<file path="config.mk">
export PLATFORM = sky130hd
export DESIGN_NAME = coherence_bus
export DESIGN_NICKNAME = d
export VERILOG_FILES = /design/src/rtl/coherence_bus.sv
export SDC_FILE = /design/constraint.sdc
export NUM_CORES = 1
export LEC_CHECK = 0
export BUFFER_PORTS_ARGS = -buffer_cell sky130_fd_sc_hd__buf_2
export CAP_MARGIN = 30
export CELL_PAD_IN_SITES_DETAIL_PLACEMENT = 0
export CELL_PAD_IN_SITES_GLOBAL_PLACEMENT = 1
export CORE_AREA = 2 2 145 147
export CTS_CLUSTER_DIAMETER = 60
export CTS_CLUSTER_SIZE = 40
export DETAILED_ROUTE_END_ITERATION = 12
export DIE_AREA = 0 0 147 149
export GPL_ROUTABILITY_DRIVEN = 0
export PLACE_DENSITY = 0.7
export SETUP_SLACK_MARGIN = 0.2
export SYNTH_ARGS = -nofsm -noshare
export SYNTH_HDL_FRONTEND = slang
export SYNTH_SLANG_ARGS = --single-unit
</file>
<file path="constraint.sdc">
create_clock -name CLK -period 5.53 [get_ports CLK]
set_clock_uncertainty 0.15 [all_clocks]
set_input_delay 1.106 -clock CLK [delete_from_list [all_inputs] [get_ports CLK]]
set_output_delay 1.106 -clock CLK [all_outputs]
set_load 0.01 [all_outputs]
</file>
<file path="src/rtl/coherence_bus.sv">
// rtl/coherence_bus.sv - two-cache snooping coherence bus arbiter in front of a single RAM port
// Optional macro BUS_C2C_FWD_EN: forward snooped dirty data straight to the requesting cache.
module coherence_bus #(
   parameter int CPUS = 2
) (
   input  logic                   CLK,
   input  logic                   nRST,
   input  logic [CPUS-1:0]        dREN,
   input  logic [CPUS-1:0]        dWEN,
   input  logic [CPUS-1:0]        ccwrite,
   input  logic [CPUS-1:0][31:0]  daddr,
   input  logic [CPUS-1:0][31:0]  dstore,
   output logic [CPUS-1:0]        dwait,
   output logic [CPUS-1:0][31:0]  dload,
   output logic [CPUS-1:0]        ccwait,
   output logic [CPUS-1:0]        ccinv,
   output logic [CPUS-1:0][31:0]  ccsnoopaddr,
   output logic                   ramREN,
   output logic                   ramWEN,
   output logic [31:0]            ramaddr,
   output logic [31:0]            ramstore,
   input  logic [31:0]            ramload,
   input  logic [1:0]             ramstate
);

   // ramstate encoding: FREE=0, BUSY=1, ACCESS=2, ERROR=3; only ACCESS completes a word
   localparam logic [1:0] ACCESS = 2'd2;

   typedef enum logic [2:0] {
      IDLE, WB, INV, SNOOP, FWD0, FWD1, RD0, RD1
   } state_t;

   state_t          state, next_state;
   logic            r, s, last_grant, grant;
   logic [CPUS-1:0] req;
   logic            access;

   assign s      = ~r;
   assign access = (ramstate == ACCESS);
   assign req    = dREN | dWEN | ccwrite;
   assign grant  = (req == 2'b11) ? ~last_grant : req[1];

   always_ff @(posedge CLK) begin
      if (!nRST) begin
         state      <= IDLE;
         last_grant <= 1'b1;
         r          <= 1'b0;
      end else begin
         state <= next_state;
         if (state == IDLE && |req) begin
            r          <= grant;
            last_grant <= grant;
         end
      end
   end

   always_comb begin
      next_state  = state;
      dwait       = '1;
      dload       = '0;
      ccwait      = '0;
      ccinv       = '0;
      ccsnoopaddr = '0;
      ramREN      = 1'b0;
      ramWEN      = 1'b0;
      ramaddr     = '0;
      ramstore    = '0;
      case (state)
         IDLE: begin
            // ccwait is never driven in IDLE, so a bare ccwrite is a write-hit notice here
            if (|req) begin
               if (dWEN[grant])      next_state = WB;
               else if (dREN[grant]) next_state = SNOOP;
               else                  next_state = INV;
            end
         end
         WB: begin
            ramWEN   = 1'b1;
            ramaddr  = daddr[r];
            ramstore = dstore[r];
            dwait[r] = ~access;
            if (access) next_state = IDLE;
         end
         INV: begin
            ccwait[s]      = 1'b1;
            ccinv[s]       = 1'b1;
            ccsnoopaddr[s] = daddr[r];
            dwait[r]       = 1'b0;
            next_state     = IDLE;
         end
         SNOOP: begin
            ccwait[s]      = 1'b1;
            ccsnoopaddr[s] = daddr[r];
            next_state     = ccwrite[s] ? FWD0 : RD0;
         end
         FWD0, FWD1: begin
            ccwait[s]      = 1'b1;
            ccsnoopaddr[s] = daddr[r];
            ramWEN         = 1'b1;
            ramaddr        = daddr[s];
            ramstore       = dstore[s];
            if (access) begin
               dwait[s] = 1'b0;
`ifdef BUS_C2C_FWD_EN
               dwait[r] = 1'b0;
               dload[r] = dstore[s];
               next_state = (state == FWD0) ? FWD1 : IDLE;
`else
               next_state = (state == FWD0) ? FWD1 : RD0;
`endif
            end
         end
         RD0, RD1: begin
            ramREN   = 1'b1;
            ramaddr  = daddr[r];
            dload[r] = ramload;
            dwait[r] = ~access;
            if (access) next_state = (state == RD0) ? RD1 : IDLE;
         end
         default: next_state = IDLE;
      endcase
   end

endmodule

</file>
# Word-level counts from Yosys, hierarchy flattened
# Cells that the tools add are included.
# totals
reg_bits	5
output_inout_bits	200
elab_cells	85
# classes
n_lt_le_gt_ge	5
eq_ne	13
n_mux	43
n_bitwise	10
reduce_logical	11
# ops
cell	n
2-to-1 mux 32 bit	10
AND 64 bit	2
2-to-1 mux 64 bit	2
one-hot mux 32 bit (2 select lines)	2
demux 32 bit (select 1 bit)	2
one-hot mux 3 bit (6 select lines)	1
2-to-1 mux 3 bit	5
equality test 3 bit (second input constant)	4
2-to-1 mux 1 bit	12
2-to-1 mux 2 bit	6
equality test 3 x 2 -> 1 bit (second input constant)	2
< comparator 1 x 2 -> 1 bit (second input constant)	3
inequality test 2 bit (second input constant)	3
OR 2 bit	3
one-hot mux 2 bit (3 select lines)	1
OR reduction 2 bit	3
OR reduction 3 bit	2
equality test 2 bit (second input constant)	2
inverter 2 bit	2
AND reduction 4 bit	1
OR reduction 4 bit	1
equality test 3 x 1 -> 1 bit (second input constant)	1
logical AND 1 bit	3
zero test 3 bit	1
4 further kinds	8

# Logic depth before layout (Yosys ltp)
# Gate-level depths: netlist (run 1).
# depth
depth_word	10
ltp_mapped	8
depth_no_buf	6

# Least setup slack after synthesis (run 1)
# OpenSTA, ideal clock, no wires.
# synth_timing
path_kind	input to output
start	input port ramstate[1]
end	output port dwait[0]
t_arrival_ps	1825
required_ps	4274
path_slack_ps	2449
cell_stages	4
n_path_buf	0
path_cell_list	nor2b_1 > nand2_1 > a211oi_1 > mux2i_1
# synth_between
elab_chain_cells	4
# synth_lines
item	line	text
start, declared	23	input logic [1:0] ramstate
equality test 2 bit *	39	assign access = (ramstate == ACCESS);
inverter 1 bit	81, 117	
OR 2 bit (no source line)	--	
one-hot mux 2 bit (3 select lines) *	68	case (state)
end, declared	13	output logic [CPUS-1:0] dwait,
# Mark *: on every way between the ends. The rest lies on a longest branch, timed or not.

# Worst setup path after layout (run 1)
# layout_timing
start	register state[0]
end	output port ramaddr[1]
# layout_between
elab_chain_cells	3
# layout_lines
item	line	text
start, declared	33	state_t state, next_state;
start signal, assigned	49	state <= next_state;
equality test 3 bit / equality test 3 x 1 -> 1 bit (equally long branches)	68	
OR reduction 3 bit (no source line) / OR reduction 2 bit (equally long branches)	--	
one-hot mux 32 bit (2 select lines) *	68	
end, declared	20	output logic [31:0] ramaddr,
# Marks and branches as above.

==> results of run 1 <==
registers in the layout (all words and copies together), names as in the netlist:
signal	flops
state	3
last_grant	1
r	1
cell families (layout without fill, tap and decap cells):
group                      Yosys count  in the layout  share of synthesized area, %
AOI/OAI and AO/OA                  215            215                         52.66
adders and majority gates            2              2                        0.8057
buffers and inverters               67            385                         10.15
DFF                                  5              5                         3.223
muxes                                4              4                         1.289
and+or+nand+nor                    161            161                         31.87
worst paths after layout:
check                            end  slack [ns]  depth (start not counted)
min          last_grant$_SDFFE_PN1P_        0.44                          2
min reg2reg  last_grant$_SDFFE_PN1P_        0.44                          2
max reg2reg    state[0]$_SDFFE_PN0P_        3.03                          5
max                       ramaddr[1]        1.60                          6
worst max-delay path, stage by stage, from the launching register on:
cell and delay (ns):
dfxtp_1 0.50, or3b_4 0.45, nand2b_2 0.49, buf_4 0.49
a22oi_1 0.12, a21oi_1 0.19, buf_2 0.15
power by group through the flow:
stage / clock (uW) / sequential [uW] / combinational (uW)
floorplan: 0 / 60.7 / 1170
global placement: 0 / 151 / 1720
detailed placement: 0 / 149 / 1720
CTS: 120 / 150 / 1730
global route: 123 / 161 / 1890
finish: 119 / 150 / 1710
cells in the final DEF, fill, tap and decap left out, types with 2 or more instances in the layout:
| master | Yosys | routed |
|---|---|---|
| a22oi_1 | 55 | 55 |
| dfxtp_1 | 5 | 4 |
| a221oi_1 | 64 | 64 |
| nor2b_1 | 5 | 4 |
| nor3_1 | 4 | 4 |
| a211oi_1 | 2 | 2 |
| a22oi_2 | 10 | 10 |
| buf_2 | 15 | 369 |
| a21oi_2 | 11 | 11 |
| nand2b_1 | 2 | 2 |
| mux2i_1 | 4 | 4 |
| inv_1 | 3 | 3 |
| o21ai_0 | 4 | 4 |
| and2_1 | 96 | 96 |
| buf_4 | 2 | 8 |
| o21a_1 | 3 | 3 |
| and3_1 | 34 | 34 |
| nor2_1 | 8 | 7 |
| clkbuf_16 | 0 | 3 |
| a21oi_1 | 58 | 58 |
| nand2_1 | 4 | 4 |
metal layers:
layer  track usage, %  up-vias
met3            1.437       10
met1            18.00     2298
met4            1.538        0
met2            22.42      220
li1                 -     2409
met5                0        -
per-stage QoR:
| stage | hold slack [ns] | instances | instance area (um2) |
|---|---|---|---|
| floorplan | 0.3884 | 454 | 3105 |
| global placement | 0.4334 | 1043 | 5100 |
| detailed placement | 0.4195 | 1043 | 5100 |
| CTS | 0.4277 | 1047 | 5179 |
| global route | 0.4575 | 1047 | 5179 |
| finish | 0.4369 | 1047 | 5179 |
layout make-up:
class	instances	area, um2
multi-input cells	382	2714
fillers	2315	15380
well taps	275	344.1
clock buffers	4	78.83
repair buffers	378	1927
flip-flops and latches	5	103.9
inverters	3	11.26
==> impl_metrics.toml, run 1 <==
[critical_path]
rr_startpoint = "state[2]$_SDFFE_PN0P_"
cp-start-kind = "register"
crit_fanout = 33
startpoint = "state[0]$_SDFFE_PN0P_"
critPathArrivalTime_ns = 2.67
cp.required_ns = 4.27
criticalPathCategory = "register to primary output"
end_kind = "primary output"

[drt]
wl_per_cell_um = 15.46
met1_length_um = 7242
vias = 4937
drt_first_iter_violations = 272
drtPass1Iterations = 5
via_per_inst = 4.715
routed.top_layer = "met4"
wl_met3_um = 1077
wl_um = 16190
drtAntennaViolNets = 0
dr_wl_met2_um = 7748
drc_errors = 0

[logic_synthesis]
syn_area_per_cell_um2 = 6.840
netlist_instances = 454
yosysMostFrequentCell = "and2_1"
ys_warn_count = 0
yosys-top-cells-count = "and2_1 (96), a221oi_1 (64), a21oi_1 (58)"
ys_seq_elements = 5
synthArstFlopShare_pct = 0
syn-cell-area_mm2 = 0.003105
ys_seq_area_share_pct = 3.223
synth_ff_type = "dfxtp_1"
yosysTopAreaCellShare_pct = 19.34
synth_nets = 626
yosys.cell_types.count = 40
synthTopCellsByArea = "and2_1 (19%), a221oi_1 (18%), a22oi_1 (13%)"
yosys.area.top_type = "and2_1"
synth-edff-count = 0

[hold_path]
holdCritPathClass = "register to register"
min_from = "last_grant$_SDFFE_PN1P_"

[cts]
cts_tree = "built"
postCtsResizedCells = 0
cts-root-buf = "clkbuf_16"
cts_hold_buffers = 0
cts_setup_buffers = 0
path_clk_slew_ns = 0.03
cts.sinks = 5
cts.htree.levels = 1
clock_path_buffers = 2
insertion_delay_ns = 0.23
cts-buffers-inserted = 3

[die]
coreArea_mm2 = 0.02056
die_w_um = 147
start_util_pct = 15.11
io-pin-count = 370
dieHeight_um = 149
num_rows = 53
dieArea_mm2 = 0.02190

[power]
peakVddDrop_uv = 194.5
clkPwrFrac_pct = 6.0
p_int_uw = 867.7
p_sw_uw = 1107
p_leak_uw = 0.002786
powerDensity_mw_per_mm2 = 381.3
combPwrFrac_pct = 86.4
finalPower_uw = 1974
switching_share_pct = 56.06
p_seq_share_pct = 7.6

[sta]
drv_slew = 0
fmax_ghz = 0.2545
tightestPinTransition_ns = 0.9866
tns_ns = 0
setup_ws_ns = 1.601
period_share_pct = 71.05
grt_setup_unrepaired = "false"
hold_violations = 0
slew_headroom_pct = 34.15
setup_violations = 0
period_needed_ns = 3.929

[run]
max_cap_viol_count = 0

[placement]
dp_hpwl_um = 12320
placement.io_buffers = 369
post-place-ws_ns = 1.841

[layout]
area_delta_synth_final_pct = 66.76
final_nets = 945
fin_util_pct = 25.19
n_antenna_cell = 0
drive_above_1_share_pct = 53.37

[global_route]
grt_overflow = 0
grt_pass1_vias = 4157
grt_usage_pct = 12.99
grt_pass1_wl_um = 23460
grt_max_degree = 99
antenna_found_initial = 2

[outcome]
status = "finished, final reports clean"
Note: power is estimated with default switching activity, not from simulation.
==> inputs of run 2 (changes only) <==
--- a/config.mk
+++ b/config.mk
@@ -5,17 +5,18 @@
 export SDC_FILE = /design/constraint.sdc
 export NUM_CORES = 1
 export LEC_CHECK = 0
+export ABC_AREA = 1
 export BUFFER_PORTS_ARGS = -buffer_cell sky130_fd_sc_hd__buf_2
 export CAP_MARGIN = 30
 export CELL_PAD_IN_SITES_DETAIL_PLACEMENT = 0
 export CELL_PAD_IN_SITES_GLOBAL_PLACEMENT = 1
-export CORE_AREA = 2 2 145 147
+export CORE_AREA = 2 2 142 144
 export CTS_CLUSTER_DIAMETER = 60
 export CTS_CLUSTER_SIZE = 40
 export DETAILED_ROUTE_END_ITERATION = 12
-export DIE_AREA = 0 0 147 149
+export DIE_AREA = 0 0 144 146
 export GPL_ROUTABILITY_DRIVEN = 0
-export PLACE_DENSITY = 0.7
+export PLACE_DENSITY = 0.8
 export SETUP_SLACK_MARGIN = 0.2
 export SYNTH_ARGS = -nofsm -noshare
 export SYNTH_HDL_FRONTEND = slang
==> constraint.sdc (replaced) <==
create_clock -name CLK -period 4.08 [get_ports CLK]
set_clock_uncertainty 0.15 [all_clocks]
set_input_delay 0.816 -clock CLK [delete_from_list [all_inputs] [get_ports CLK]]
set_output_delay 0.816 -clock CLK [all_outputs]
set_load 0.01 [all_outputs]
==> run 2 against run 1 <==
  * Hold slack lost 0.074 ns
  * Critical endpoint is now ccsnoopaddr[17]
  * First-iteration DRC count down 5.5%
  * Largest power group unchanged
  * Power rose by 6.4%
==> impl_metrics.toml, run 2 <==
[outcome]
status = "finished, final reports clean"

[layout]
register_area_um2 = 103.9
n_antenna_cell = 0
final_cells = 1328
final_nets = 1236
layout_commonest_cell = "buf_2"
nFillCells = 2269
drive_above_1_share_pct = 38.76
largest_register_ffs = 3
layout_common_cells = "buf_2 (369), nor2_1 (203), nand2_1 (203)"
multiInputGateArea_mm2 = 0.002693
top_regs = "state: 3 flops, last_grant: 1 flops, r: 1 flops"
area_delta_synth_final_pct = 60.77
regMostFlops = "state"

[logic_synthesis]
synth-edff-count = 0
ys_seq_elements = 5
synthMuxAreaShare_pct = 0
ys_seq_area_share_pct = 2.944
netlist_instances = 734
synth-compound-area-share_pct = 30.99
synth_nets = 906
yosys-top-cells-count = "nand2_1 (203), nor2_1 (203), o21ai_0 (125)"
synth_ff_type = "dfxtp_1"
syn-cell-area_mm2 = 0.003400
yosysTopAreaCellShare_pct = 22.41
yosys.area.top_type = "nand2_1"
synth_xor_area_share_pct = 0
synthArstFlopShare_pct = 0
yosys.area_share.adder_pct = 0.7361
synthSimpleGateAreaFrac_pct = 47.41
syn_area_per_cell_um2 = 4.631
synthTopCellsByArea = "nand2_1 (22%), nor2_1 (22%), o21ai_0 (18%)"
yosys.cell_types.count = 25
synth_top_family_by_area = "simple AND/OR/NAND/NOR gates"
ys_warn_count = 0

[run]
max_cap_viol_count = 0

[sta]
slew_headroom_pct = 45.75
fmax_ghz = 0.3172
period_share_pct = 77.26
drv_slew = 0
tns_ns = 0
setup_ws_ns = 0.9276
grt_setup_unrepaired = "false"
period_needed_ns = 3.152
tightestPinTransition_ns = 0.8137
hold_violations = 0
setup_violations = 0

[critical_path]
crit_fanout = 33
cp-start-kind = "register"
crit_top_cell = "nor2_1"
end_kind = "primary output"
crit_path_max_incr_delay_ns = 0.41
path_cells = "inv_2, ha_2, buf_4, nor2_1, inv_1, nor2_1, buf_2"
critPathArrivalTime_ns = 2.19
crit_slowest_cell = "buf_4"
path_buf_inv = 4
critPathTopFamily = "buffers and inverters"
cp.required_ns = 3.11
criticalPathCategory = "register to primary output"

[drt]
vias = 5714
wl_um = 17360
drtAntennaViolNets = 0
wl_per_cell_um = 13.07
drtPass1Iterations = 5
via_per_inst = 4.303
drc_errors = 0
drt_first_iter_violations = 257

[cts]
clock_path_buffers = 2
cts_setup_buffers = 0
cts.sinks = 5
postCtsResizedCells = 0
cts-root-buf = "clkbuf_16"
cts.htree.levels = 1
cts-buffers-inserted = 3
cts_hold_buffers = 0
path_clk_slew_ns = 0.03
insertion_delay_ns = 0.23
cts_tree = "built"

[die]
num_rows = 51
start_util_pct = 17.58
io-pin-count = 370
dieHeight_um = 146
dieArea_mm2 = 0.02102
coreArea_mm2 = 0.01933
die_w_um = 144

[power]
p_leak_uw = 0.003482
clkPwrFrac_pct = 7.8
p_sw_uw = 1280
powerDensity_mw_per_mm2 = 384.5
combPwrFrac_pct = 87.5
switching_share_pct = 60.92
p_seq_share_pct = 4.7
peakVddDrop_uv = 168.5
p_int_uw = 821.1

[placement]
post-place-ws_ns = 1.168
dp_cells = 1324
dp_hpwl_um = 13640
placement.io_buffers = 369

[global_route]
grt_pass1_vias = 4991
grt_usage_pct = 14.95
grt_overflow = 0
antenna_found_initial = 0
grt_pass1_wl_um = 25880
grt_max_degree = 94

[hold_path]
holdCritPathClass = "register to register"
run 2: changes by cell type after synthesis, sizes merged, moves of 11 or more:
cell    previous run  this run
inv                3        83
o21ai              5       131
a221oi            64        24
a21oi             69        10
nor2               8       203
and3              34         0
clkbuf            38        20
nand2              4       205
a22oi             65         0
and2              96         0
buf               26        37
run 2: worst register-to-register path: stages, from the launching register on:
cell	delay (ns)
dfxtp_1	0.45
ha_2	0.23
buf_4	0.41
inv_1	0.21
nand3_1	0.13
nand2_1	0.07
nand2_2	0.11
inv_1	0.06
nand3_1	0.06
a21oi_1	0.06
run 2: stage by stage:
stage	power (uW)	utilization [%]	hold WS, ns	area, um2
2_1_floorplan	1276	-	0.3220	3400
3_3_place_gp	1942	27.86	0.3490	5386
3_5_place_dp	1955	27.86	0.3582	5386
4_1_cts	2124	28.27	0.3630	5465
5_1_grt	2332	28.27	0.3826	5465
6_report	2101	28.27	0.3630	5465
run 2: worst paths after layout:
path	startpoint	endpoint	slack [ns]	depth (start not counted)
worst max register to register	state[2]$_SDFFE_PN0P_	state[2]$_SDFFE_PN0P_	2.02	9
worst max-delay path	state[1]$_SDFFE_PN0P_	ccsnoopaddr[17]	0.93	7
worst min-delay path	last_grant$_SDFFE_PN1P_	last_grant$_SDFFE_PN1P_	0.36	2
worst min register to register	last_grant$_SDFFE_PN1P_	last_grant$_SDFFE_PN1P_	0.36	2
run 2: layer usage:
metal | vias to the layer above | track usage, % | part of all wire [%]
met4 | 0 | 3.480 | 1.7
met1 | 2519 | 18.86 | 44
met5 | - | 0 | 0
met2 | 204 | 27.02 | 48
met3 | 23 | 1.514 | 6.2
li1 | 2968 | - | -
run 2: power groups by stage:
stage          Sequential [uW]  Combinational (uW)  Clock [uW]
2_1_floorplan             84.5                1190           0
3_3_place_gp              98.3                1840           0
3_5_place_dp              99.5                1860           0
4_1_cts                   99.3                1860         166
5_1_grt                    104                2060         170
6_report                  99.2                1840         163
run 2: cells by family (layout without fill, tap and decap cells):
family,Yosys count,count (layout)
AND/OR/NAND/NOR,419,419
flip-flops,5,5
adder cells (fa/ha/maj),2,2
buffers and inverters,140,469
AO/OA/AOI/OAI,168,168
run 2: final cells by class:
| cell class | count | area share, % |
|---|---|---|
| inverters | 83 | 5.746 |
| multi-input cells | 589 | 49.27 |
| well taps | 265 | 6.067 |
| repair buffers | 382 | 35.58 |
| clock buffers | 4 | 1.442 |
| flip-flops and latches | 5 | 1.900 |
